## src/rtl/display_update_scheduler.sv

```systemverilog
`default_nettype none
// ============================================================================
// Module      : display_update_scheduler
// Description : Arbitrates the 3-digit seven-segment display between two
//               measurement sources. On every refresh tick one requester is
//               granted (round-robin under contention), its binary value in
//               hundredths is latched and clamped to 999, converted to BCD
//               with a sequential double-dabble engine, and the three digits
//               are committed to the display driver in a single cycle.
//
// Ports       : clk, rst             clock, synchronous active-high reset
//               src0_req/data/ack    source 0 request level, value, capture pulse
//               src1_req/data/ack    source 1 request level, value, capture pulse
//               hold                 defers new grants while high
//               integer_data         BCD hundreds digit (before decimal point)
//               float1_data          BCD tens digit
//               float2_data          BCD units digit
//               active_src           source of the digits on display
//               ovf                  displayed value was clamped to 999
//               upd_strobe           one-cycle pulse when the digits change
//               busy                 conversion or commit in progress
//
// Revision    : 1.0 - initial release
// ============================================================================
module display_update_scheduler #(
    parameter int REFRESH_CYCLES = 6000000,
    parameter int BIN_W          = 10
) (
    input  logic             clk,
    input  logic             rst,
    input  logic             src0_req,
    input  logic [BIN_W-1:0] src0_data,
    output logic             src0_ack,
    input  logic             src1_req,
    input  logic [BIN_W-1:0] src1_data,
    output logic             src1_ack,
    input  logic             hold,
    output logic [3:0]       integer_data,
    output logic [3:0]       float1_data,
    output logic [3:0]       float2_data,
    output logic             active_src,
    output logic             ovf,
    output logic             upd_strobe,
    output logic             busy
);

    localparam int                c_TW    = (REFRESH_CYCLES > 2) ? $clog2(REFRESH_CYCLES) : 1;
    localparam logic [c_TW-1:0]   c_TMAX  = c_TW'(REFRESH_CYCLES - 1);
    localparam logic [4:0]        c_CLAST = 5'(BIN_W - 1);
    localparam logic [BIN_W-1:0]  c_MAX   = BIN_W'(999);

    typedef enum logic [1:0] {
        S_IDLE    = 2'd0,
        S_CONVERT = 2'd1,
        S_COMMIT  = 2'd2
    } state_t;

    state_t           r_state;
    state_t           w_state_nxt;

    logic [c_TW-1:0]  r_timer;
    logic             r_pending;
    logic             r_last_src;
    logic [BIN_W-1:0] r_bin;
    logic [11:0]      r_bcd;
    logic [4:0]       r_cnt;
    logic             r_src;
    logic             r_clamp;

    logic             r_ack0;
    logic             r_ack1;
    logic [3:0]       r_int;
    logic [3:0]       r_f1;
    logic [3:0]       r_f2;
    logic             r_active;
    logic             r_ovf;
    logic             r_strobe;

    logic             w_tick;
    logic             w_grant;
    logic             w_gsel;
    logic [BIN_W-1:0] w_data_sel;
    logic             w_over;
    logic [BIN_W-1:0] w_clamped;
    logic [10:0]      w_bcd_adj;

    function automatic logic [3:0] f_adj(input logic [3:0] nib);
        f_adj = (nib >= 4'd5) ? nib + 4'd3 : nib;
    endfunction

    // ------------------------------------------------------------------
    // Grant and arbitration
    // ------------------------------------------------------------------
    assign w_tick  = (r_timer == c_TMAX);
    assign w_grant = (r_state == S_IDLE) && r_pending && !hold && (src0_req || src1_req);
    // Both requesting: the source that did not win last time. Otherwise
    // whichever one is requesting.
    assign w_gsel     = (src0_req && src1_req) ? ~r_last_src : src1_req;
    assign w_data_sel = w_gsel ? src1_data : src0_data;
    assign w_over     = (32'(w_data_sel) > 32'd999);
    assign w_clamped  = w_over ? c_MAX : w_data_sel;

    // Hundreds nibble never reaches 5 before a shift: with the input clamped
    // to 999 every partial prefix is at most 499. Only the lower two nibbles
    // need the add-3 correction, and bit 11 is never shifted out as a 1.
    assign w_bcd_adj = {r_bcd[10:8], f_adj(r_bcd[7:4]), f_adj(r_bcd[3:0])};

    // ------------------------------------------------------------------
    // Refresh timer and pending tick (ticks merge while pending)
    // ------------------------------------------------------------------
    always_ff @(posedge clk) begin
        if (rst) begin
            r_timer   <= '0;
            r_pending <= 1'b0;
        end else begin
            r_timer <= w_tick ? '0 : r_timer + 1'b1;
            // A tick coinciding with a grant belongs to the next refresh.
            if (w_tick) begin
                r_pending <= 1'b1;
            end else if (w_grant) begin
                r_pending <= 1'b0;
            end
        end
    end

    // ------------------------------------------------------------------
    // FSM state register
    // ------------------------------------------------------------------
    always_ff @(posedge clk) begin
        if (rst) begin
            r_state <= S_IDLE;
        end else begin
            r_state <= w_state_nxt;
        end
    end

    // ------------------------------------------------------------------
    // FSM next state
    // ------------------------------------------------------------------
    always_comb begin
        w_state_nxt = r_state;
        case (r_state)
            S_IDLE:    if (w_grant) w_state_nxt = S_CONVERT;
            S_CONVERT: if (r_cnt == c_CLAST) w_state_nxt = S_COMMIT;
            S_COMMIT:  w_state_nxt = S_IDLE;
            default:   w_state_nxt = S_IDLE;
        endcase
    end

    // ------------------------------------------------------------------
    // Datapath: capture, double-dabble, commit
    // ------------------------------------------------------------------
    always_ff @(posedge clk) begin
        if (rst) begin
            r_last_src <= 1'b1;
            r_bin      <= '0;
            r_bcd      <= '0;
            r_cnt      <= '0;
            r_src      <= 1'b0;
            r_clamp    <= 1'b0;
            r_ack0     <= 1'b0;
            r_ack1     <= 1'b0;
            r_int      <= '0;
            r_f1       <= '0;
            r_f2       <= '0;
            r_active   <= 1'b0;
            r_ovf      <= 1'b0;
            r_strobe   <= 1'b0;
        end else begin
            r_ack0   <= 1'b0;
            r_ack1   <= 1'b0;
            r_strobe <= 1'b0;
            case (r_state)
                S_IDLE: begin
                    if (w_grant) begin
                        r_bin      <= w_clamped;
                        r_bcd      <= '0;
                        r_cnt      <= '0;
                        r_src      <= w_gsel;
                        r_clamp    <= w_over;
                        r_last_src <= w_gsel;
                        r_ack0     <= ~w_gsel;
                        r_ack1     <= w_gsel;
                    end
                end
                S_CONVERT: begin
                    r_bcd <= {w_bcd_adj, r_bin[BIN_W-1]};
                    r_bin <= {r_bin[BIN_W-2:0], 1'b0};
                    r_cnt <= r_cnt + 5'd1;
                end
                S_COMMIT: begin
                    r_int    <= r_bcd[11:8];
                    r_f1     <= r_bcd[7:4];
                    r_f2     <= r_bcd[3:0];
                    r_active <= r_src;
                    r_ovf    <= r_clamp;
                    r_strobe <= 1'b1;
                end
                default: ;
            endcase
        end
    end

    assign src0_ack     = r_ack0;
    assign src1_ack     = r_ack1;
    assign integer_data = r_int;
    assign float1_data  = r_f1;
    assign float2_data  = r_f2;
    assign active_src   = r_active;
    assign ovf          = r_ovf;
    assign upd_strobe   = r_strobe;
    assign busy         = (r_state != S_IDLE);

endmodule
`default_nettype wire

```

## config.mk

```make
export PLATFORM = sky130hd
export DESIGN_NAME = display_update_scheduler
export DESIGN_NICKNAME = d
export VERILOG_FILES = /design/src/rtl/display_update_scheduler.sv
export SDC_FILE = /design/constraint.sdc
export NUM_CORES = 1
export LEC_CHECK = 0
export BUFFER_PORTS_ARGS = -buffer_cell sky130_fd_sc_hd__buf_2
export CAP_MARGIN = 20
export CORE_MARGIN = 2
export CORE_UTILIZATION = 45
export CTS_CLUSTER_SIZE = 14
export DETAILED_ROUTE_END_ITERATION = 7
export PLACE_DENSITY = 0.71
export SLEW_MARGIN = 40
export SYNTH_ARGS = -nofsm -noshare
export SYNTH_HDL_FRONTEND = slang
export SYNTH_SLANG_ARGS = --single-unit
```

## constraint.sdc

```tcl
create_clock -name clk -period 1.8 [get_ports clk]
set_input_delay 0.36 -clock clk [delete_from_list [all_inputs] [get_ports clk]]
set_output_delay 0.36 -clock clk [all_outputs]
set_load 0.03 [all_outputs]
```

* Word level (Yosys, flattened, before mapping)
Index checks and enable logic that the tools add are counted.
Cells by class: add/subtract/negate cells 4, $mul 0, div/mod/pow operators 0, magnitude comparators 3, eq/ne operators 6, shifts and indexed selects 0, mux-type cells 17, bitwise gates (word level) 4, reductions and logical operators 15
Operators with widths (number):
- 10-bit 2-to-1 mux | 3
- 12-bit one-hot mux with 2 select lines | 1
- 23-bit by 1-bit adder with 23-bit output (second input constant) | 1
- 23-bit equality test (second input constant) | 1
- 10-bit one-hot mux with 2 select lines | 1
- 12-bit 2-to-1 mux | 1
- 10-bit > comparator (second input constant) | 1
- 5-bit one-hot mux with 2 select lines | 1
- 4-bit by 2-bit adder with 4-bit output (second input constant) | 2
- 4-bit by 3-bit greater-or-equal comparator with 1-bit output (second input constant) | 2
- 4-bit 2-to-1 mux | 2
- 2-bit AND reduction | 3
- 2-bit nonzero test | 3
- 5-bit by 1-bit adder with 5-bit output (second input constant) | 1
- 5-bit by 4-bit equality test with 1-bit output (second input constant) | 1
- 5-bit 2-to-1 mux | 1
- 1-bit logical AND | 4
- 1-bit 2-to-1 mux | 4
- 2-bit 2-to-1 mux | 2
- 2-bit != test (second input constant) | 2
- 1-bit inverter | 4
- 2-bit one-hot mux with 2 select lines | 1
- 3-bit OR reduction | 1
- 2-bit by 1-bit equality test with 1-bit output (second input constant) | 1
- other kinds (5) | 5
Word-level totals: register bits 73, latch bits 0, RAM bits 0, bits in read-only memories 0, bits of input ports 25, output and inout bits 18, logic and storage cells 66, memories kept 0

* Logic depth before layout (Yosys ltp)
Gate-level depths: netlist of run 1.
word-level depth 7, mapped depth 7, gate-level depth less buffers 7

* Least setup slack after synthesis of run 1
No wires, ideal clock.
path type flip-flop to flip-flop, start reg r_timer[0], end reg r_timer[10], library setup time 0.115 ns, arrival 1.487 ns, data required time 1.685 ns, path slack 0.198 ns, stages on the path, launching flop included 8, path buffers 1, clock period less this slack 1.602 ns, path through dfxtp_1 ha_1 nand3_1 nor4_1 nand4_1 nand2b_2 buf_6 nor2_1
On the way: cells in the longest elaborated chain, start to end 2, elaborated cells on any way between the ends 3, those cells by class add/sub: 1; eq/ne: 1; reduce/logical: 1
Ends and longest elaborated chain:
- start, declared | RTL line 61 | logic [c_TW-1:0] r_timer;
- start signal, assigned | RTL line 116 | r_timer <= w_tick ? '0 : r_timer + 1'b1;
- parallel branches: the longest is 2 deep, another holds 23-bit by 1-bit adder with 23-bit output
Several ways; the timed one is not identified. A chain may end at the register's enable or synchronous reset.

* Worst setup path in the final report of run 1
start reg r_timer[12], end reg r_timer[19]
Same word-level chain as after synthesis.

==> results.yml, run 1 <==
run_status:
  status: "complete, no violations"
cts:
  worstSkewPairLatency_ns: 0.35
  cts_max_path_buffers: 2
  clock-root-buffer: "clkbuf_8"
  clock-sinks: 73
  cts_buffers: 9
  cts_tree: "done"
  clkTransAtPathRegs_ns: 0.08
  h-tree-depth: 3
pwr:
  p_sw_mw: 0.689
  power_mw: 3.56
  power_frac_comb: 0.030
  leakage_nw: 1.52
  ir_drop_uv: 397
  powerDensity_mw_per_mm2: 916
  swShare: 0.194
  pwr-share-seq: 0.457
  cellInternalPower_mw: 2.87
  p_clk_frac: 0.513
floorplanning:
  core_area_mm2: 0.00679
  dieArea_mm2: 0.00771
  fp.dieW_um: 87.8
  fp.dieH_um: 87.8
  start_util: 0.465
  num_rows: 30
  pin_count: 43
grt:
  antenna_found_initial: 0
  grt_pass1_wl_um: 11600
  grt_pass1_vias: 2580
  grt_max_degree: 32
  grt-ovfl-total: 0
  grt.total_usage: 0.190
timing:
  final.setup_skew_ns: 0.00713
  final.min_clock_period_ns: 1.71
  final-max-slew-violation-count: 0
  period_share: 0.947
  worst_pin_slew_ns: 0.590
  clock.fmax_mhz: 586
  rsz0062_at_grt: "true"
  setup_viol: 0
  hold_viol: 0
  slew_headroom: 0.607
  setup_slack_ns: 0.0950
drt:
  wl_um: 6930
  drc_errors: 0
  vias: 2799
  ant_nets: 0
  routedWlPerCell_um: 12.9
  dr.pass1.iters: 4
  drt_iter0_markers: 172
  via_per_inst: 5.21
worst_setup_path:
  critPathCaptureType: "flip-flop"
  ff2ff_setup_slack_ns: 0.09
  critical_path.max_fanout: 20
  reg2reg_to: "r_timer[19]"
  cp.arrival_ns: 1.95
  critPathLaunchType: "flip-flop"
  critPathRequiredTime_ns: 2.04
  setup.worst_path.class: "flip-flop to flip-flop"
  rr_worst_depth: 6
  reg2reg_from: "r_timer[12]"
synth:
  synth_edf_count: 0
  ys_warn_count: 0
  ys_seq_area_frac: 0.462
  synthesis.area_mm2: 0.00316
  ys_ff_latch: 73
  ys.flop_type: "dfxtp_1"
  syn-num-nets: 417
  avgSynthCellArea_um2: 8.21
  syn_inst: 385
  synth.distinct_cells: 38
  synth_async_sr_flop_share: 0
placed_design:
  port_buffers: 42
  gp_routability_congestion: 0.816
  dp_hpwl_um: 4760
  dp_worst_setup_slack_ns: 0.0725
hold_path:
  min_path_type: "input pin to flip-flop"
  hold_depth: 3
  min_to: "r_bin[2]"
  hp-start: "src0_data[2]"
finish:
  syn_to_final_growth_pct: 22.8
  drive_above_1_share: 0.204
  diodes: 0
  fin_util: 0.571
  nNetsFinal: 468
run:
  cap_violations: 0
per-layer routing:
| layer | track usage | share of wire | vias up |
|---|---|---|---|
| met4 | 0.0797 | 0.015 | 0 |
| met5 | 0 | 0 | - |
| met2 | 0.313 | 0.48 | 74 |
| met1 | 0.244 | 0.46 | 1300 |
| met3 | 0.0377 | 0.046 | 11 |
| li1 | - | - | 1414 |
cell usage in the layout, fill, tap and decap left out, types with 2 or more instances in the layout:
| master | instances |
|---|---|
| a21oi_1 | 37 |
| a221oi_1 | 6 |
| a222oi_1 | 2 |
| a22oi_1 | 2 |
| a31oi_1 | 5 |
| and2_1 | 3 |
| buf_2 | 42 |
| buf_4 | 16 |
| bufinv_16 | 5 |
| clkbuf_8 | 9 |
| dfxtp_1 | 73 |
| ha_1 | 6 |
| inv_1 | 10 |
| nand2_1 | 65 |
| nand2b_1 | 4 |
| nand3_1 | 18 |
| nand4_1 | 9 |
| nor2_1 | 52 |
| nor2b_1 | 3 |
| nor3_1 | 12 |
| nor4_4 | 3 |
| o21ai_0 | 12 |
| or2_2 | 3 |
| or4bb_1 | 2 |
| xnor2_1 | 9 |
| xor2_1 | 15 |
per-stage QoR:
| step | hold slack [ns] | instance area [um2] | TNS, ns | instances |
|---|---|---|---|---|
| after global routing | 0.286 | 3880 | -0.0107 | 537 |
| after floorplan | 0.429 | 3160 | 0 | 385 |
| final | 0.270 | 3880 | 0 | 537 |
| after global placement | 0.442 | 3520 | 0 | 519 |
| after detailed placement | 0.445 | 3520 | 0 | 519 |
| after CTS | 0.271 | 3830 | 0 | 535 |
registers in the layout, summed over array words and instances (netlist names):
signal / count
active_src: 1
float1_data: 4
float2_data: 4
integer_data: 4
ovf: 1
r_bcd: 12
r_bin: 10
r_clamp: 1
r_cnt: 5
r_last_src: 1
r_pending: 1
r_src: 1
r_state: 2
r_timer: 23
src0_ack: 1
src1_ack: 1
upd_strobe: 1
cells in the mapped netlist, types with 4 or more instances:
cell	instances	share of area
xor2_1	15	0.042
nand4_1	9	0.018
xnor2_1	9	0.025
nand3_1	20	0.032
nor2_1	52	0.062
a21oi_1	37	0.059
inv_1	10	0.012
nor3_1	12	0.019
clkbuf_1	13	0.015
ha_1	7	0.028
dfxtp_1	73	0.46
buf_2	4	0.0063
a31oi_1	5	0.0099
nand2_1	65	0.077
a221oi_1	6	0.017
o21ai_0	12	0.019
nand2b_1	4	0.0079
final cells by class:
| class | instances | area (um2) |
|---|---|---|
| Multi-Input combinational cell | 283 | 1620 |
| Fill cell | 618 | 2910 |
| Tap cell | 96 | 120 |
| Clock buffer | 9 | 124 |
| Timing Repair Buffer | 59 | 350 |
| Sequential cell | 73 | 1460 |
| Inverter | 10 | 37.5 |
| Clock inverter | 7 | 166 |
logic make-up after synthesis:
| family | Yosys count | synth area share |
|---|---|---|
| AO/OA/AOI/OAI | 68 | 0.126 |
| multiplexers | 1 | 0.00317 |
| adder cells (fa/ha/maj) | 7 | 0.0277 |
| XOR/XNOR | 24 | 0.0665 |
| AND/OR/NAND/NOR | 183 | 0.273 |
| flip-flops | 73 | 0.462 |
| buffers and inverters | 29 | 0.0408 |
worst max path at each step:
stage,start,to,cells after the start
5_1_grt,r_timer[12],r_timer[21],6
3_3_place_gp,r_timer[7],r_timer[5],6
2_1_floorplan,r_timer[0],r_timer[10],7
4_1_cts,r_timer[7],r_timer[13],6
3_5_place_dp,r_timer[0],r_timer[8],7
6_report,r_timer[12],r_timer[19],6
critical path, cell delays in order, from the launching register on:
cell and delay [ns]:
dfxtp_1 0.32, or4b_1 0.54, nor4_2 0.22, nand4_1 0.18, nand2b_2 0.13, buf_12 0.16, nor2_1 0.06
what timing repair did:
item                       in CTS  in global routing
setup endpoints to repair      20                 20
pin swaps                       0                  3
gates resized for setup         2                  6
buffers inserted                0                  2
hold buffers                    0                  0
power by group through the flow:
stage                     clock network, mW  registers (mW)  logic, mW
after detailed placement                  0            1.66      0.105
final                                  1.82            1.63      0.107
after global routing                   1.92            1.63      0.120
after floorplan                           0            1.66     0.0582
after CTS                              1.84            1.62      0.106
after global placement                    0            1.66      0.103
Power figures use the tool's default switching activity.
==> run 2, diff against run 1 <==
--- a/config.mk
+++ b/config.mk
@@ -11,7 +11,9 @@
 export CORE_UTILIZATION = 45
 export CTS_CLUSTER_SIZE = 14
 export DETAILED_ROUTE_END_ITERATION = 7
+export GPL_TIMING_DRIVEN = 0
 export PLACE_DENSITY = 0.71
+export RECOVER_POWER = 50
 export SLEW_MARGIN = 40
 export SYNTH_ARGS = -nofsm -noshare
 export SYNTH_HDL_FRONTEND = slang
==> constraint.sdc (replaced) <==
create_clock -name clk -period 1.8 [get_ports clk]
set_input_delay 0.36 -clock clk [delete_from_list [all_inputs] [get_ports clk]]
set_output_delay 0.36 -clock clk [all_outputs]
set_load 0.05 [all_outputs]
==> run 2 against run 1 <==
Compared with the run above: first-iteration DRC count shrank 27%; via count shrank 0.54%; final cell count grew 0.56%; core utilization shrank 1.9 points; count of clock-buffer cells in the layout grew 2; combinational power grew 5%; die area is the same; largest power group is now registers.
==> results.yml, run 2 (synthesis results as in run 1) <==
timing:
  slew_headroom: 0.583
  hold_viol: 0
  holdWs_ns: 0.268
  clock.fmax_mhz: 573
  final-max-slew-violation-count: 0
  final.min_clock_period_ns: 1.74
  period_share: 0.969
  setup_tns_ns: 0
  worst_pin_slew_ns: 0.628
  setup_viol: 0
  final.setup_skew_ns: 0.0128
worst_setup_path:
  rr_worst_depth: 6
  crit_end: "r_timer[15]"
  critPathCaptureType: "flip-flop"
  ff2ff_setup_slack_ns: 0.06
  reg2reg_to: "r_timer[15]"
  crit_start: "r_timer[12]"
  reg2reg_from: "r_timer[12]"
  critPathRequiredTime_ns: 2.04
  cp.arrival_ns: 1.98
  setup.worst_path.class: "flip-flop to flip-flop"
  critPathLaunchType: "flip-flop"
  critical_path.max_fanout: 10
grt:
  grt.total_usage: 0.196
  met1_usage: 0.250
  grt_pass1_wl_um: 11900
  grt-ovfl-total: 0
  antenna_found_initial: 0
  top_usage_layer: "met2"
  grt_pass1_vias: 2631
  grt_max_degree: 12
  met3_usage: 0.0339
  grt_use_met2: 0.326
cts:
  cts_max_path_buffers: 2
  clkTransAtPathRegs_ns: 0.08
  clock-sinks: 73
  hold_buffers: 0
  cts_buffers: 9
  cts_tree: "done"
  clock-root-buffer: "clkbuf_8"
  worstSkewPairLatency_ns: 0.35
  h-tree-depth: 3
finish:
  syn_to_final_growth_pct: 18.7
  registers.top_by_ff_count: "r_timer"
  final_cell_mix: "70 x dfxtp_1, 65 x nand2_1, 52 x nor2_1"
  largest_reg_flops: 23
  largest_registers: "r_timer (23), r_bcd (12), r_bin (10)"
  final_common_cell: "dfxtp_1"
  fillCellCount: 641
  fin_util: 0.552
  nNetsFinal: 472
  diodes: 0
  drive_above_1_share: 0.144
drt:
  dr.pass1.iters: 4
  drt_iter0_markers: 125
  vias: 2784
  drc_errors: 0
  ant_nets: 0
  routedWlPerCell_um: 13.1
  via_per_inst: 5.16
  wl_um: 7080
floorplanning:
  fp.dieH_um: 87.8
  fp.dieW_um: 87.8
  dieArea_mm2: 0.00771
  pin_count: 43
  start_util: 0.465
  num_rows: 30
  core_area_mm2: 0.00679
placed_design:
  dp_hpwl_um: 4950
  port_buffers: 41
  gp_routability_congestion: 0.815
run_status:
  status: "complete, no violations"
run:
  cap_violations: 0
pwr:
  powerDensity_mw_per_mm2: 787
  ir_drop_uv: 404
  leakage_nw: 1.38
hold_path:
  min_path_type: "input pin to flip-flop"
-- run 2: changes by cell type in the layout (fill, tap and decap cells not counted), moves of 2 or more --
cell       before  now
clkbuf_2        0    3
bufinv_16       5    1
buf_6           0    2
buf_4          16    3
clkbuf_1        0   32
clkinv_2        0    3
dfxtp_1        73   70
buf_2          42   24
dfxtp_2         0    3
-- run 2: stage by stage --
step	setup WS, ns	power (mW)	cell area (um2)	instances
after global routing	-0.00322	3.04	3750	540
after detailed placement	-0.0821	1.77	3490	522
after global placement	-0.0603	1.77	3490	522
final	0.0560	2.95	3750	540
after floorplan	0.198	1.72	3160	385
after CTS	0.0105	2.95	3670	537
-- run 2: metal layers --
layer | wire, um | part of all wire | vias to the layer above
met5 | 0 | 0 | -
met3 | 290 | 0.041 | 12
met1 | 3350 | 0.47 | 1301
met4 | 139 | 0.020 | 0
li1 | - | - | 1415
met2 | 3310 | 0.47 | 56
-- run 2: repair_timing --
action                     4_1_cts  5_1_grt
pin swaps                        0        4
setup buffers                    0        3
setup endpoints to repair       20       31
resized for setup                1       15
-- run 2: report_power, final --
group	internal [mW]	switching, mW
Sequential	1.62	0.00787
Combinational	0.0453	0.0668
Clock	0.627	0.587
-- run 2: layout make-up --
| cell class | count | area (um2) | area share |
|---|---|---|---|
| clock buffer | 11 | 131 | 0.0350 |
| clock inverter | 4 | 45.0 | 0.0120 |
| tap | 96 | 120 | 0.0320 |
| buffer | 19 | 93.8 | 0.0250 |
| inverter | 10 | 37.5 | 0.0100 |
| multi-input combinational | 283 | 1650 | 0.440 |
| sequential | 73 | 1470 | 0.391 |
| timing repair buffer | 44 | 206 | 0.0550 |
-- run 2: how the worst min path moves through the flow --
| stage | start | to | slack, ns | cells past startpoint |
|---|---|---|---|---|
| after floorplan | r_timer[0] | r_timer[0] | 0.43 | 1 |
| after global placement | float1_data[1] | float1_data[1] | 0.44 | 2 |
| after detailed placement | float1_data[2] | float1_data[2] | 0.44 | 2 |
| after CTS | src1_data[1] | r_bin[1] | 0.27 | 3 |
| after global routing | src1_data[2] | r_bin[2] | 0.28 | 3 |
| final | src1_data[1] | r_bin[1] | 0.27 | 3 |
-- run 2: critical path, cell delays in order (launching register included) --
cell	delay (ns)
dfxtp_1	0.36
or4b_1	0.53
nor4_1	0.18
nand4_1	0.22
nand2b_4	0.14
buf_6	0.15
nor2_1	0.05
